===== src/rtl/cond_unit.sv =====
`default_nettype none
// ============================================================================
// cond_unit : ARM-style condition check, NZCV flag register, write-enable
//             gating and optional Thumb IT-block tracking (COND_UNIT_IT_EN).
// Revision  : 1.0
// ============================================================================
module cond_unit #(
  parameter int FLAG_GRPS = 2,
  parameter int IT_MASK_W = 4
) (
  input  logic                 clk,
  input  logic                 reset,
  input  logic [3:0]           Cond,
  input  logic [3:0]           ALUFlags,
  input  logic [FLAG_GRPS-1:0] FlagW,
  input  logic                 PCS,
  input  logic                 NextPC,
  input  logic                 RegW,
  input  logic                 MemW,
  input  logic                 InstrAdv,
  input  logic                 ITStart,
  input  logic [3:0]           ITCond,
  input  logic [IT_MASK_W-1:0] ITMask,
  output logic                 PCWrite,
  output logic                 RegWrite,
  output logic                 MemWrite,
  output logic [3:0]           Flags,
  output logic                 CondEx,
  output logic                 InIT,
  output logic                 ITErr
);

  logic [3:0] flags_q, flags_d;
  logic [3:0] flag_grp_we;
  logic [3:0] flag_wr;
  logic [3:0] eff_cond;
  logic       cond_ex;
  logic       condexr_q;
  logic       in_it;
  logic       it_err;

  generate
    if (FLAG_GRPS == 1) begin : g_grp1
      assign flag_grp_we = {4{FlagW[0]}};
    end else if (FLAG_GRPS == 2) begin : g_grp2
      assign flag_grp_we = {FlagW[1], FlagW[1], FlagW[0], FlagW[0]};
    end else begin : g_grp4
      assign flag_grp_we = FlagW[3:0];
    end
  endgenerate

`ifdef COND_UNIT_IT_EN
  localparam int ST_W = IT_MASK_W + 4;

  logic [ST_W-1:0] it_state_q, it_state_d;
  logic            it_err_q, it_err_d;

  assign in_it    = (it_state_q[IT_MASK_W-1:0] != '0);
  assign eff_cond = in_it ? it_state_q[ST_W-1:IT_MASK_W] : Cond;
  assign it_err   = it_err_q;

  // An illegal IT start leaves the current block untouched and only raises ITErr.
  always_comb begin
    it_state_d = it_state_q;
    it_err_d   = 1'b0;
    if (InstrAdv) begin
      if (ITStart && ((ITMask == '0) || in_it)) begin
        it_err_d = 1'b1;
      end else if (in_it) begin
        if (it_state_q[IT_MASK_W-2:0] == '0) begin
          it_state_d = '0;
        end else begin
          it_state_d[IT_MASK_W:0] = {it_state_q[IT_MASK_W-1:0], 1'b0};
        end
      end else if (ITStart) begin
        it_state_d = {ITCond, ITMask};
      end
    end
  end

  always_ff @(posedge clk or negedge reset) begin
    if (!reset) begin
      it_state_q <= '0;
      it_err_q   <= 1'b0;
    end else begin
      it_state_q <= it_state_d;
      it_err_q   <= it_err_d;
    end
  end
`else
  logic unused_it;

  assign unused_it = ^{InstrAdv, ITStart, ITCond, ITMask};
  assign in_it     = 1'b0;
  assign it_err    = 1'b0;
  assign eff_cond  = Cond;
`endif

  always_comb begin
    case (eff_cond)
      4'b0000: cond_ex = flags_q[2];
      4'b0001: cond_ex = ~flags_q[2];
      4'b0010: cond_ex = flags_q[1];
      4'b0011: cond_ex = ~flags_q[1];
      4'b0100: cond_ex = flags_q[3];
      4'b0101: cond_ex = ~flags_q[3];
      4'b0110: cond_ex = flags_q[0];
      4'b0111: cond_ex = ~flags_q[0];
      4'b1000: cond_ex = flags_q[1] & ~flags_q[2];
      4'b1001: cond_ex = ~flags_q[1] | flags_q[2];
      4'b1010: cond_ex = (flags_q[3] == flags_q[0]);
      4'b1011: cond_ex = (flags_q[3] != flags_q[0]);
      4'b1100: cond_ex = ~flags_q[2] & (flags_q[3] == flags_q[0]);
      4'b1101: cond_ex = flags_q[2] | (flags_q[3] != flags_q[0]);
      4'b1110: cond_ex = 1'b1;
      default: cond_ex = 1'b0;
    endcase
  end

  assign flag_wr = flag_grp_we & {4{cond_ex}};
  assign flags_d = (flag_wr & ALUFlags) | (~flag_wr & flags_q);

  always_ff @(posedge clk or negedge reset) begin
    if (!reset) begin
      flags_q   <= 4'b0000;
      condexr_q <= 1'b0;
    end else begin
      flags_q   <= flags_d;
      condexr_q <= cond_ex;
    end
  end

  assign Flags    = flags_q;
  assign CondEx   = cond_ex;
  assign InIT     = in_it;
  assign ITErr    = it_err;
  assign RegWrite = RegW & condexr_q;
  assign MemWrite = MemW & condexr_q;
  assign PCWrite  = (PCS & condexr_q) | NextPC;

endmodule
`default_nettype wire


===== config.mk =====
export PLATFORM = sky130hd
export DESIGN_NAME = cond_unit
export DESIGN_NICKNAME = d
export VERILOG_FILES = /design/src/rtl/cond_unit.sv
export SDC_FILE = /design/constraint.sdc
export NUM_CORES = 1
export LEC_CHECK = 0
export BUFFER_PORTS_ARGS = -buffer_cell sky130_fd_sc_hd__buf_4
export CAP_MARGIN = 15
export CORE_MARGIN = 1.5
export CORE_UTILIZATION = 26
export DETAILED_ROUTE_END_ITERATION = 16
export GPL_TIMING_DRIVEN = 1
export PLACE_DENSITY_LB_ADDON = 0.2
export SLEW_MARGIN = 20
export SYNTH_ARGS = -nofsm -noshare
export SYNTH_HDL_FRONTEND = slang
export SYNTH_SLANG_ARGS = --single-unit

===== constraint.sdc =====
create_clock -name clk -period 1.9 [get_ports clk]
set_clock_uncertainty 0.1 [all_clocks]
set_input_delay 0 -clock clk [delete_from_list [all_inputs] [get_ports clk]]
set_output_delay 0 -clock clk [all_outputs]
set_load 0.01 [all_outputs]

==> flow_summary.ini, run 1 <==
[drt]
detail_route.first_pass.iterations = 4
wl_per_cell_um = 13.5
route.final.wire_length_um = 1370
drcViolationCount = 0
detail_route.iter0.violations = 8
viasPerCell = 4.99
num_vias = 509
ant_nets = 0

[global_route]
antenna_violations_before_repair = 0
overflow = 0
grt_use_total = 0.159
grt_pass1_vias = 532
grt_max_degree = 12
grt_pass1_wl_um = 2240

[power_and_ir_drop]
pwr_density_cell_mw_per_mm2 = 1200
power.combinational.fraction = 0.639
max-vdd-ir-drop_mv = 0.569
power.total_uw = 977
net-switching-power_uw = 350
share_clk_of_total_power = 0.127
seqPwrFrac = 0.235
leakagePower_nw = 0.388
power_report.internal_total_uw = 627
power_switching_share = 0.358

[setup_path]
required_ns = 1.93
critical_path.startpoint_type = flip-flop
r2r.worst_path.cells = 6
arrival_ns = 2.04
ff_to_ff_setup_slack_ns = -0.11
cp_max_fo = 3
critPathCaptureType = flip-flop
criticalPathCategory = reg2reg

[clocking]
ctsHtreeMaxLevel = 1
ctsLongestPathBuffers = 2
cts_inserted_buffers = 3
clkLatencyLatePin_ns = 0.24
tritoncts_clock_tree = built
clock_tree.root_cell = clkbuf_4
clkSlewWorstSetupHoldPaths_ns = 0.05
numClockSinks = 5

[finish]
final_cells = 102
area.growth.synth_to_final_pct = 86.0
num_antenna_cells = 0
layout.cell_area.non_filler_um2 = 817
final_net_count = 113
final_layout_size_suffix_gt1_frac = 0.535
postLayoutCoreUtil = 0.530

[placed_design]
place.detailed.hpwl_um = 893
gp_routability_congestion = 0.755
post_dp_cell_area_um2 = 644
total_of_buffers_placed_on_input_and_output_ports = 23
place.detailed.instances = 89

[yosys]
synth_area_um2 = 439
synth.ff_latch_count = 5
postSynthCellCount = 48
synth_top_area_share = 0.285
synth_cell_type_count = 29
post_synth_most_frequent_cells = 5 x dfrtp_1, 4 x mux2_2, 3 x o31ai_1
synth.largest_area_cell = dfrtp_1
ys_top_cells_by_area = dfrtp_1 28%, mux2_2 10%, o31ai_1 5.1%
synth-edff-count = 0
ys_dominant_reg_cell = dfrtp_1
synth-warning-count = 0
synth.yosys.seq_area_share = 0.285
synth_most_common_cell = dfrtp_1
postSynth.asyncResetShare = 1.00
syn_avg_cell_area_um2 = 9.15

[worst_hold_path]
holdPathStages = 4
hold_path.startpoint = FlagW[0]
hp-class = in2reg

[sta]
unrepaired_setup_endpoints_after_global_routing = yes
fin_worst_hold_slack_ns = 0.119
final-hold-violation-count = 0
fin_crit_sh = 1.06
timing.final.max_slew_violations = 0
timing.final.setup_violations = 5
timing_limited_maximum_frequency_ghz = 0.498
timing.final.crit_period_ns = 2.01
timing.final.ws_setup_ns = -0.107

[floorplanning]
dieHeight_um = 44.1
start_util = 0.285
core_region_area_mm2 = 0.00154
num_rows = 14
io_pins = 36
floorplan.die.width_um = 44.1
die_area_mm2 = 0.00194

[job]
count_of_maximum_capacitance_violations = 0

[outcome]
run_status = complete, but fails checks
violations_in_the_final_reports = setup timing
[per-layer routing]
metal / global-route usage / part of all wire / routed length, um / up-vias
met5: 0 / 0 / 0 / -
met4: 0.0667 / 0.018 / 25 / 0
met3: 0.0694 / 0.047 / 65 / 2
met2: 0.285 / 0.61 / 831 / 15
met1: 0.159 / 0.33 / 449 / 245
li1: - / - / - / 247
[kinds of logic after synthesis]
family / count (synthesis) / share of synthesized area
muxes: 6 / 0.148
other: 1 / 0.00854
and+or+nand+nor: 16 / 0.234
AOI/OAI and AO/OA: 11 / 0.174
buffers and inverters: 6 / 0.0911
DFF: 5 / 0.285
xor gates and xnor gates: 3 / 0.0598
[critical path, cell delays in order, from the launching register on]
cell,delay (ns)
dfrtp_1,0.42
xnor2_2,0.20
mux2i_1,0.26
a311oi_2,0.16
buf_4,0.18
o31ai_4,0.21
mux2_2,0.36
[worst max path at each step]
stage / startpoint / to / slack (ns)
floorplan: flip-flop / flip-flop / 0.02
global placement: flip-flop / flip-flop / -0.03
detailed placement: flip-flop / flip-flop / -0.07
CTS: flip-flop / flip-flop / -0.05
global route: flip-flop / flip-flop / -0.19
finish: flip-flop / flip-flop / -0.11
[per-stage QoR]
| stage | setup TNS [ns] | setup WS, ns |
|---|---|---|
| CTS | -0.220 | -0.0511 |
| global placement | -0.0676 | -0.0323 |
| floorplan | 0 | 0.0248 |
| detailed placement | -0.214 | -0.0733 |
| global route | -0.787 | -0.186 |
| finish | -0.389 | -0.107 |
[layout by cell type (no fill, tap or decap)]
cell	instances
mux2_4	2
a21oi_1	2
inv_1	1
mux2i_1	2
and2_1	2
clkbuf_1	1
conb_1	2
a22o_1	1
nand4b_1	1
xnor2_2	1
nor3b_1	2
a21o_1	1
nand2b_1	1
o21ai_0	1
o21a_1	1
buf_6	2
clkbuf_4	3
o22ai_1	1
mux2_2	2
dfrtp_2	1
and3_2	1
nor2_1	2
nand3b_1	1
nand2_1	2
xor2_1	2
dfrtp_1	4
o31ai_1	1
buf_4	29
nand3_1	2
a311oi_2	1
or3_4	1
and4bb_2	1
dlygate4sd3_1	7
o31ai_4	2
[timing repair]
item,in CTS,in global routing
gates resized for setup,9,3
pin swaps,8,5
buffers inserted,1,1
hold buffers,6,1
gates cloned,0,0
endpoints found under the setup margin,5,5
hold endpoints to repair,9,2
[power groups by stage]
stage                     clock network (mW)  registers (mW)  logic (mW)
after floorplan                            0           0.244       0.220
after detailed placement                   0           0.222       0.500
after global placement                     0           0.222       0.495
after global routing                   0.142           0.239       0.670
final                                  0.124           0.229       0.624
after CTS                              0.130           0.230       0.586
[layout make-up]
cell class	count	area [um2]
fillers	159	724
clock buffers	4	26.3
flip-flops and latches	5	126
multi-input cells	38	330
well taps	16	20.0
inverters	1	3.75
repair buffers	38	310
Note: power is estimated with default switching activity, not from simulation.
==> inputs of run 2 (changes only) <==
Clock period 1.9 ns to 2.6 ns, I/O delays scaled along.
==> run 2 against run 1 <==
Clock-buffer cell count unchanged. Sequential share of layout area is 2.5 points higher. Worst setup slack improved by 0.69 ns. Non-clock buffer count shrank 8. Core utilization is 7.9 points lower. Global-route usage decreased by 2.2 points. Combinational power decreased by 54%. The flow now finishes without violations. Total power decreased by 43%. Critical path depth shrank 1. Worst hold slack worse by 0.079 ns. Die area did not move.
==> flow_summary.ini, run 2 (synthesis results as in run 1) <==
[outcome]
run_status = completed

[sta]
fin_tns_setup_ns = 0
timing.final.crit_period_ns = 2.02
timing.final.setup_violations = 0
fin_crit_sh = 0.777
timing.final.ws_setup_ns = 0.580
timing.final.max_slew_violations = 0
fin_worst_hold_slack_ns = 0.0401
timing_limited_maximum_frequency_ghz = 0.495
unrepaired_setup_endpoints_after_global_routing = no
final-hold-violation-count = 0

[setup_path]
timing.critical_path.cells = xnor2_1 -> mux2i_1 -> a311oi_1 -> or3_2 -> buf_4
criticalPathCategory = reg2out
critPathCaptureType = primary output
required_ns = 2.50
cp_max_fo = 7
cp_slowest_cell = or3_2
path_delay_family = simple AND/OR/NAND/NOR gates
arrival_ns = 1.92
critical-path-max-stage-delay_ns = 0.50
ff_to_ff_setup_slack_ns = 0.62
timing.critical_path.buf_inv = 1
critical_path.startpoint_type = flip-flop
r2r.worst_path.cells = 5

[global_route]
grt_pass1_wl_um = 1930
grt_max_degree = 12
grt_pass1_vias = 437
grt_use_total = 0.137
antenna_violations_before_repair = 0
overflow = 0

[floorplanning]
die_area_mm2 = 0.00194
dieHeight_um = 44.1
io_pins = 36
num_rows = 14
core_region_area_mm2 = 0.00154
floorplan.die.width_um = 44.1
start_util = 0.285

[finish]
ff_latch_area_um2 = 125
final_common_cell = buf_4
most_frequent_cells_in_the_layout = 23 x buf_4, 7 x dlygate4sd3_1, 5 x dfrtp_1
area_taken_by_multi_input_logic_gates_um2 = 278
layout.filler_cells = 159
num_antenna_cells = 0
final_cells = 94
final_net_count = 105
area.growth.synth_to_final_pct = 58.4
final_layout_size_suffix_gt1_frac = 0.423

[drt]
drcViolationCount = 0
wl_per_cell_um = 12.2
num_vias = 450
top_layer_used = met3
route.met2.wl_um = 617
wl_met1_um = 477
detail_route.iter0.violations = 11
detail_route.first_pass.iterations = 3
ant_nets = 0
viasPerCell = 4.79
route.final.wire_length_um = 1150
dr_wl_met3_um = 56

[power_and_ir_drop]
pwr_density_cell_mw_per_mm2 = 800
power_report.internal_total_uw = 351
max-vdd-ir-drop_mv = 0.453
power_switching_share = 0.369
share_clk_of_total_power = 0.164
power.combinational.fraction = 0.518
power.total_uw = 557
seqPwrFrac = 0.318
net-switching-power_uw = 206
leakagePower_nw = 0.328

[clocking]
clock_tree.root_cell = clkbuf_4
clkSlewWorstSetupHoldPaths_ns = 0.05
numClockSinks = 5
tritoncts_clock_tree = built
clkLatencyLatePin_ns = 0.25
ctsLongestPathBuffers = 2
ctsHtreeMaxLevel = 1
cts_post_setup_buffers_inserted = 0
cts_inserted_buffers = 3

[job]
count_of_maximum_capacitance_violations = 0

[placed_design]
total_of_buffers_placed_on_input_and_output_ports = 23
gp_routability_congestion = 0.722
place.detailed.instances = 83
dp_worst_setup_slack_ns = 0.630

[worst_hold_path]
hp-class = in2reg
holdPathStages = 3
hold_path.startpoint = FlagW[1]
## run 2: cell count changes in the layout (fill, tap and decap cells not counted), moves of 2 or more
cell and change:
buf_4 -6, mux2_2 +2, buf_6 -2, mux2_4 -2, o31ai_1 +2, o31ai_4 -2
## run 2: through the flow
stage / utilization / cell area (um2)
2_1_floorplan: - / 443
3_3_place_gp: 0.389 / 599
3_5_place_dp: 0.389 / 599
4_1_cts: 0.451 / 696
5_1_grt: 0.451 / 696
6_report: 0.451 / 696
## run 2: worst max path at each step
stage	from	end	slack (ns)	cells after the start
after floorplan	flip-flop	flip-flop	0.72	5
after global placement	flip-flop	flip-flop	0.60	5
after detailed placement	flip-flop	flip-flop	0.63	5
after CTS	flip-flop	CondEx	0.55	5
after global routing	flip-flop	CondEx	0.46	5
final	flip-flop	CondEx	0.58	5
## run 2: worst register-to-register path, cell delays in order (launching register included)
cell	delay (ns)
dfrtp_1	0.46
xnor2_1	0.20
mux2i_1	0.21
a311oi_1	0.14
o31ai_1	0.37
mux2_2	0.38
## run 2: layer usage
metal  up-vias  track usage
met5         -            0
met4         0       0.0364
met3         0       0.0612
met2        13        0.221
met1       207        0.165
li1        230            -
## run 2: timing repair
| action | 4_1_cts | 5_1_grt |
|---|---|---|
| resized for setup | 0 | 0 |
| hold buffers | 7 | 0 |
| hold endpoints to repair | 9 | 0 |
## run 2: power groups by stage
stage | registers (mW) | logic, mW | clock network, mW
2_1_floorplan | 0.178 | 0.161 | 0
3_3_place_gp | 0.178 | 0.281 | 0
3_5_place_dp | 0.180 | 0.281 | 0
4_1_cts | 0.179 | 0.292 | 0.0947
5_1_grt | 0.186 | 0.312 | 0.101
6_report | 0.177 | 0.289 | 0.0914
## run 2: final cells by class
type,instances,share of cell area
tap,16,0.0288
multi-input combinational,38,0.399
timing repair buffer,30,0.349
inverter,1,0.00540
sequential,5,0.180
clock buffer,4,0.0378
